<file path="config.mk">
export PLATFORM = sky130hd
export DESIGN_NAME = priority_arbiter
export DESIGN_NICKNAME = d
export VERILOG_FILES = /design/src/rtl/priority_arbiter.sv
export SDC_FILE = /design/constraint.sdc
export NUM_CORES = 1
export LEC_CHECK = 0
export ABC_AREA = 1
export BUFFER_PORTS_ARGS = -buffer_cell sky130_fd_sc_hd__buf_2
export CAP_MARGIN = 20
export CORE_AREA = 2 2 39 41
export DETAILED_ROUTE_END_ITERATION = 10
export DIE_AREA = 0 0 41 43
export PLACE_DENSITY = 0.52
export SYNTH_ARGS = -nofsm -noshare
export SYNTH_HDL_FRONTEND = slang
export SYNTH_SLANG_ARGS = --single-unit
</file>
<file path="constraint.sdc">
create_clock -name clk -period 0.8 [get_ports clk]
set_input_delay 0.2 -clock clk [delete_from_list [all_inputs] [get_ports clk]]
set_output_delay 0.2 -clock clk [all_outputs]
set_load 0.02 [all_outputs]
</file>
<file path="src/rtl/priority_arbiter.sv">
// Registered request arbiter with a two-state grant-hold handshake.
// Define ROUND_ROBIN_EN for rotating priority; otherwise the highest-index requester wins.
module priority_arbiter #(
  parameter  int N = 8,
  localparam int W = (N > 1) ? $clog2(N) : 1
) (
  input  logic         clk,
  input  logic         rst_n,
  input  logic [N-1:0] req,
  input  logic         ready,
  output logic         valid,
  output logic [W-1:0] grant_idx,
  output logic [N-1:0] grant_onehot
);

  typedef enum logic {
    ST_IDLE = 1'b0,
    ST_HOLD = 1'b1
  } state_t;

  state_t       r_state;
  state_t       w_state_nxt;
  logic [W-1:0] r_grant_idx;
  logic [W-1:0] w_grant_nxt;
  logic [W-1:0] w_winner;
  logic         w_any_req;
  logic         w_sample;

  assign w_any_req = |req;
  assign w_sample  = (r_state == ST_IDLE) || ready;

`ifdef ROUND_ROBIN_EN
  logic [W-1:0] r_ptr;
  logic [W-1:0] w_ptr_nxt;
  logic         w_found;
  int           w_cand;

  // Search starts at the pointer and descends, wrapping from 0 back to N-1.
  always_comb begin
    // NOTE: every variable written here gets a default first, so no latch is inferred.
    w_winner = '0;
    w_found  = 1'b0;
    w_cand   = 0;
    for (int k = 0; k < N; k++) begin
      w_cand = (int'(r_ptr) >= k) ? (int'(r_ptr) - k) : (int'(r_ptr) - k + N);
      if (!w_found && req[w_cand]) begin
        w_winner = W'(w_cand);
        w_found  = 1'b1;
      end
    end
  end

  // The pointer moves just below each winner as it is registered, so the
  // grant loaded on this edge used the old value.
  always_comb begin
    w_ptr_nxt = r_ptr;
    if (w_sample && w_any_req) begin
      w_ptr_nxt = (w_winner == '0) ? W'(N - 1) : (w_winner - 1'b1);
    end
  end

  always_ff @(posedge clk or negedge rst_n) begin
    if (!rst_n) begin
      r_ptr <= W'(N - 1);
    end else begin
      r_ptr <= w_ptr_nxt;
    end
  end
`else
  // Ascending scan: the last set bit seen, i.e. the highest index, wins.
  always_comb begin
    w_winner = '0;
    for (int i = 0; i < N; i++) begin
      if (req[i]) begin
        w_winner = W'(i);
      end
    end
  end
`endif

  always_comb begin
    w_state_nxt = r_state;
    w_grant_nxt = r_grant_idx;
    if (w_sample) begin
      if (w_any_req) begin
        w_state_nxt = ST_HOLD;
        w_grant_nxt = w_winner;
      end else begin
        w_state_nxt = ST_IDLE;
      end
    end
  end

  always_ff @(posedge clk or negedge rst_n) begin
    if (!rst_n) begin
      r_state     <= ST_IDLE;
      r_grant_idx <= '0;
    end else begin
      // NOTE: sequential state uses non-blocking assignments so every register samples pre-edge values.
      r_state     <= w_state_nxt;
      r_grant_idx <= w_grant_nxt;
    end
  end

  // Outputs decode registers only; req and ready never reach them combinationally.
  assign valid        = (r_state == ST_HOLD);
  assign grant_idx    = r_grant_idx;
  assign grant_onehot = valid ? (N'(1) << r_grant_idx) : '0;

endmodule

</file>
==> impl_metrics.py, run 1 <==
metrics = {
    "route": {
        "vias": 454,
        "drt_wl_total_um": 913,
        "wl_per_cell_um": 8.45,
        "vias_per_cell": 4.20,
        "drc_errors": 0,
        "drtIter0Drc": 6,
        "ant_nets": 0,
        "drt-pass1-iter-count": 4,
    },
    "setup_path": {
        "cp-start-kind": "flop",
        "path_class": "flop to output port",
        "path_cells": "or2_4, nor2_4, buf_6",
        "crit_fanout": 4,
        "cp-end-kind": "output port",
        "cp.arrival_ns": 1.17,
        "worstPathRequired_ns": 0.60,
        "crit_slowest_cell": "dfrtp_2",
        "slowest_delay_ns": 0.41,
    },
    "timing": {
        "rsz0062_at_grt": "yes",
        "maxSlewViolCount": 0,
        "relSlewSlack": 0.873,
        "fin_ws_ns": -0.573,
        "finalCriticalPeriod_ns": 1.37,
        "fin_skew_ns": 0.00103,
        "setup_violations": 16,
        "fmax_mhz": 728,
        "tightest_slew_ns": 0.190,
        "finalCritPeriodShare": 1.72,
        "finalHoldViolCount": 0,
    },
    "job": {
        "cap_violations": 0,
    },
    "clocking": {
        "clk_path_buf_depth": 2,
        "ctsHtreeMaxLevel": 1,
        "cts_sinks": 4,
        "cts_tree": "yes",
        "cts_made_buffers": 3,
        "cts_root_buffer": "clkbuf_4",
        "cts.clk_slew.worst_paths_ns": 0.04,
        "clk_latency_ns": 0.24,
    },
    "status": {
        "outcome": "finished with violations",
        "violations": "setup timing",
    },
    "synthesis": {
        "syn_nets": 64,
        "ys.flop_type": "dfrtp_1",
        "synth_most_common_cell": "nand2_1",
        "syn_area_um2": 318,
        "synth_edf_count": 0,
        "syn_area_per_cell_um2": 6.00,
        "synthTopCellsByCount": "nand2_1, inv_1, nor2_1, dfrtp_1, nor2_2",
        "synth_top_area_share": 0.315,
        "ys_ff_latch": 4,
        "synth_area_leaders": "dfrtp_1, nand2_1, inv_1, nor2_1, nor2_2",
        "yosys.area.top_type": "dfrtp_1",
        "ys_seq_area_frac": 0.315,
        "synth_warnings": 0,
        "synthDistinctLibCells": 12,
        "netlist_instances": 53,
        "postSynth.asyncResetShare": 1.00,
    },
    "grt": {
        "overflow": 0,
        "grt_pass1_vias": 370,
        "grt_pass1_wl_mm": 1.41,
        "grt_use_total": 0.123,
        "antenna_found_initial": 0,
        "grt_max_degree": 5,
    },
    "layout": {
        "final_cell_count_no_fill": 108,
        "fin_area_um2": 790,
        "num_antenna_cells": 0,
        "drive_gt1_frac": 0.717,
        "multi_input_area_um2": 279,
        "regArea_um2": 105,
        "syn2layout_area_growth_pct": 148,
        "finalNetCount": 105,
        "fill_cells": 118,
    },
    "place": {
        "gp_congestion": 0.691,
        "placedInstanceArea_um2": 606,
        "dpl.cell_count": 98,
        "dp.final_hpwl_um": 677,
        "io_buffers": 22,
    },
    "power": {
        "leakage_nw": 0.404,
        "power.density_mw_per_mm2": 1230,
        "vdd_drop_max_mv": 0.384,
        "report.power.total_mw": 0.971,
    },
    "die": {
        "rows": 14,
        "start_util": 0.230,
        "boundaryPins": 23,
        "die_h_um": 43,
        "die_w_um": 41,
        "core_mm2": 0.00138,
        "die-area_mm2": 0.00176,
    },
    "hold_path": {
        "hold_path.class": "input pin to flop",
    },
}
## report_power, final
part	internal [mW]	switching, mW
Sequential	0.221	0.0257
Combinational	0.238	0.233
Clock	0.168	0.0859
Total	0.626	0.345
## state kept, by name, indices dropped and copies added (netlist names)
name / flops
valid: 1
grant_idx: 3
## final timing paths
path | from | cells past startpoint | end | slack (ns)
worst min register to register | grant_idx[0]$_DFFE_PN0P_ | 3 | grant_idx[0]$_DFFE_PN0P_ | 0.67
worst min-delay path | ready | 4 | valid$_DFFE_PN0P_ | 0.26
worst max register to register | valid$_DFFE_PN0P_ | 7 | grant_idx[2]$_DFFE_PN0P_ | -0.16
max in group asynchronous | rst_n | 2 | grant_idx[1]$_DFFE_PN0P_ | 0.38
worst max-delay path | grant_idx[2]$_DFFE_PN0P_ | 3 | grant_onehot[1] | -0.57
min in group asynchronous | rst_n | 2 | valid$_DFFE_PN0P_ | 0.29
## timing repair
action / in CTS / in global routing
endpoints found under the hold margin: 4 / 0
gates resized for setup: 25 / 8
hold buffers: 1 / 0
endpoints found under the setup margin: 16 / 16
buffers inserted: 5 / 2
pin swaps: 6 / 4
gates cloned: 0 / 0
## through the flow
stage	util	hold slack [ns]	setup TNS (ns)	setup slack (ns)
6_report	0.571	0.258	-5.88	-0.573
3_3_place_gp	0.438	0.00749	-3.02	-0.319
4_1_cts	0.540	0.248	-5.84	-0.548
2_1_floorplan	-	-0.0956	-2.51	-0.303
3_5_place_dp	0.438	0.00751	-3.06	-0.326
5_1_grt	0.571	0.265	-6.54	-0.607
## critical path: cells and delay by family, from the launching register on
| kind | cells | cell delay [ns] |
|---|---|---|
| buf+inv | 1 | 0.12 |
| flops | 1 | 0.41 |
| simple gates | 2 | 0.41 |
## cell usage in the layout (no fill, tap or decap)
| cell | n |
|---|---|
| nand2_1 | 16 |
| buf_6 | 16 |
| nor2_4 | 10 |
| buf_2 | 10 |
| buf_4 | 8 |
| inv_1 | 6 |
| dfrtp_2 | 4 |
| nand2_4 | 3 |
| clkbuf_4 | 3 |
| inv_4 | 2 |
| inv_2 | 2 |
| nor2_2 | 2 |
| nand3_2 | 2 |
| o21ai_2 | 2 |
| or2_4 | 1 |
| nor2_1 | 1 |
| o21ai_0 | 1 |
| nand3_1 | 1 |
| dlygate4sd3_1 | 1 |
| buf_12 | 1 |
## cells by family (layout without fill, tap and decap cells)
kind of cell | count (synthesis) | in the layout | share of synthesized area
flops | 4 | 4 | 0.315
compound gates | 3 | 3 | 0.0590
simple gates | 36 | 36 | 0.508
buf+inv | 10 | 49 | 0.118
## area by class of cell
class,instances,area share
clock buffers,3,0.0285
repair buffers,36,0.406
multi-input cells,39,0.353
well taps,16,0.0254
inverters,10,0.0539
flip-flops and latches,4,0.133
## routing by layer
layer	up-vias	GRT usage	wire, um
met2	25	0.197	512
met3	3	0.0366	65
met4	0	0.100	27
met1	192	0.121	307
met5	-	0	0
li1	234	-	-
Power figures use the tool's default switching activity.
==> run 2: changes to the inputs <==
- GPL_TIMING_DRIVEN: not set -> 0
==> impl_metrics.py, run 2 (synthesized netlist as in run 1, its figures left out) <==
metrics = {
    "status": {
        "outcome": "finished with violations",
        "violations": "setup timing",
    },
    "power": {
        "leakage_nw": 0.367,
        "report.power.total_mw": 0.925,
        "power.density_mw_per_mm2": 1290,
        "vdd_drop_max_mv": 0.437,
    },
    "setup_path": {
        "path_class": "flop to output port",
        "worstPathRequired_ns": 0.60,
        "cp.arrival_ns": 1.16,
        "r2r_slack_ns": -0.17,
        "r2r-start": "valid$_DFFE_PN0P_",
        "r2r_cells": 7,
        "cp_num_buf_inv": 2,
        "slowest_delay_ns": 0.37,
        "r2r-end": "grant_idx[2]$_DFFE_PN0P_",
        "crit_family": "simple AND/OR/NAND/NOR gates",
        "crit_fanout": 4,
        "cp-start-kind": "flop",
        "cp-end-kind": "output port",
        "crit_slowest_cell": "dfrtp_2",
        "path_cells": "inv_2, or2_4, nor2_4, buf_6",
    },
    "place": {
        "dp.final_hpwl_um": 619,
        "io_buffers": 22,
        "gp_congestion": 0.722,
        "placedInstanceArea_um2": 541,
    },
    "route": {
        "vias": 414,
        "drc_errors": 0,
        "vias_per_cell": 4.06,
        "drt-pass1-iter-count": 2,
        "drtIter0Drc": 1,
        "drt_wl_total_um": 821,
        "wl_per_cell_um": 8.05,
        "ant_nets": 0,
    },
    "layout": {
        "fill_cells": 138,
        "final_common_cell": "nand2_1",
        "utilization": 0.519,
        "drive_gt1_frac": 0.733,
        "syn2layout_area_growth_pct": 126,
        "num_antenna_cells": 0,
        "finalNetCount": 99,
        "most-common-layout-cells": "nand2_1, buf_2, buf_6",
        "largest_reg_flops": 3,
        "fin_area_um2": 718,
    },
    "timing": {
        "whs_ns": 0.255,
        "setup_violations": 16,
        "maxSlewViolCount": 0,
        "tightest_slew_ns": 0.212,
        "relSlewSlack": 0.858,
        "finalCritPeriodShare": 1.70,
        "rsz0062_at_grt": "yes",
        "finalCriticalPeriod_ns": 1.36,
        "fin_ws_ns": -0.562,
        "fin_skew_ns": 0.00147,
        "fmax_mhz": 734,
        "finalHoldViolCount": 0,
    },
    "hold_path": {
        "whs_endpoint": "valid$_DFFE_PN0P_",
        "hp-start": "ready",
        "whs_path_depth": 4,
        "hold_path.class": "input pin to flop",
    },
    "die": {
        "die-area_mm2": 0.00176,
        "core_mm2": 0.00138,
        "boundaryPins": 23,
        "start_util": 0.230,
        "die_w_um": 41,
        "die_h_um": 43,
        "rows": 14,
    },
    "clocking": {
        "cts.clk_slew.worst_paths_ns": 0.04,
        "cts_made_buffers": 3,
        "clk_path_buf_depth": 2,
        "cts_sinks": 4,
        "clk_latency_ns": 0.24,
        "cts_tree": "yes",
        "cts_root_buffer": "clkbuf_4",
        "ctsHtreeMaxLevel": 1,
    },
    "grt": {
        "grt_max_degree": 6,
        "grt_use_total": 0.111,
        "overflow": 0,
        "antenna_found_initial": 0,
        "grt_pass1_vias": 351,
        "grt_pass1_wl_mm": 1.26,
    },
    "job": {
        "cap_violations": 0,
    },
}
run 2: changes by cell type in the layout (fill, tap and decap cells not counted):
cell | before | now
buf_6 | 16 | 11
nand2_1 | 16 | 13
buf_12 | 1 | 0
nand2_2 | 0 | 3
buf_4 | 8 | 7
buf_2 | 10 | 11
run 2: cell type report:
type	count	area, um2	area share
Multi-Input combinational cell	39	287	0.399
Inverter	10	42.5	0.0592
Clock buffer	3	22.5	0.0314
Timing Repair Buffer	30	241	0.336
Sequential cell	4	105	0.146
Tap cell	16	20.0	0.0279
run 2: timing repair:
| item | 4_1_cts | 5_1_grt |
|---|---|---|
| hold buffers | 1 | 0 |
| hold endpoints to repair | 4 | 0 |
| pin swaps | 5 | 2 |
| buffers inserted | 4 | 3 |
| resized for setup | 26 | 4 |
| setup endpoints to repair | 15 | 16 |
run 2: layer usage:
layer	routed length, um	vias up	track usage
met5	0	-	0
met4	25	0	0.100
met1	286	166	0.105
li1	-	222	-
met2	444	23	0.178
met3	65	3	0.0314
run 2: how the worst max path moves through the flow:
stage,from,to,slack [ns],cells past startpoint
2_1_floorplan,grant_idx[2]$_DFFE_PN0P_,grant_onehot[0],-0.30,2
3_3_place_gp,grant_idx[2]$_DFFE_PN0P_,grant_onehot[2],-0.35,3
3_5_place_dp,grant_idx[2]$_DFFE_PN0P_,grant_onehot[2],-0.35,3
4_1_cts,valid$_DFFE_PN0P_,grant_onehot[3],-0.56,4
5_1_grt,valid$_DFFE_PN0P_,grant_onehot[0],-0.60,4
6_report,valid$_DFFE_PN0P_,grant_onehot[0],-0.56,4
run 2: worst register-to-register path, cell delays in order, from the launching register on:
cell	delay, ns
dfrtp_2	0.37
inv_2	0.04
buf_4	0.13
nor2_4	0.12
inv_2	0.06
o21ai_2	0.06
nand2_1	0.06
nand2_1	0.05
run 2: through the flow:
step	TNS [ns]	instances	setup WS [ns]
2_1_floorplan	-2.51	53	-0.303
3_3_place_gp	-3.18	91	-0.347
3_5_place_dp	-3.20	91	-0.347
4_1_cts	-5.66	99	-0.557
5_1_grt	-6.34	102	-0.604
6_report	-5.73	102	-0.562
run 2: power by group:
group	switching, mW	internal, mW
Sequential	0.0311	0.221
Clock	0.0946	0.169
Combinational	0.217	0.193
Total	0.343	0.582
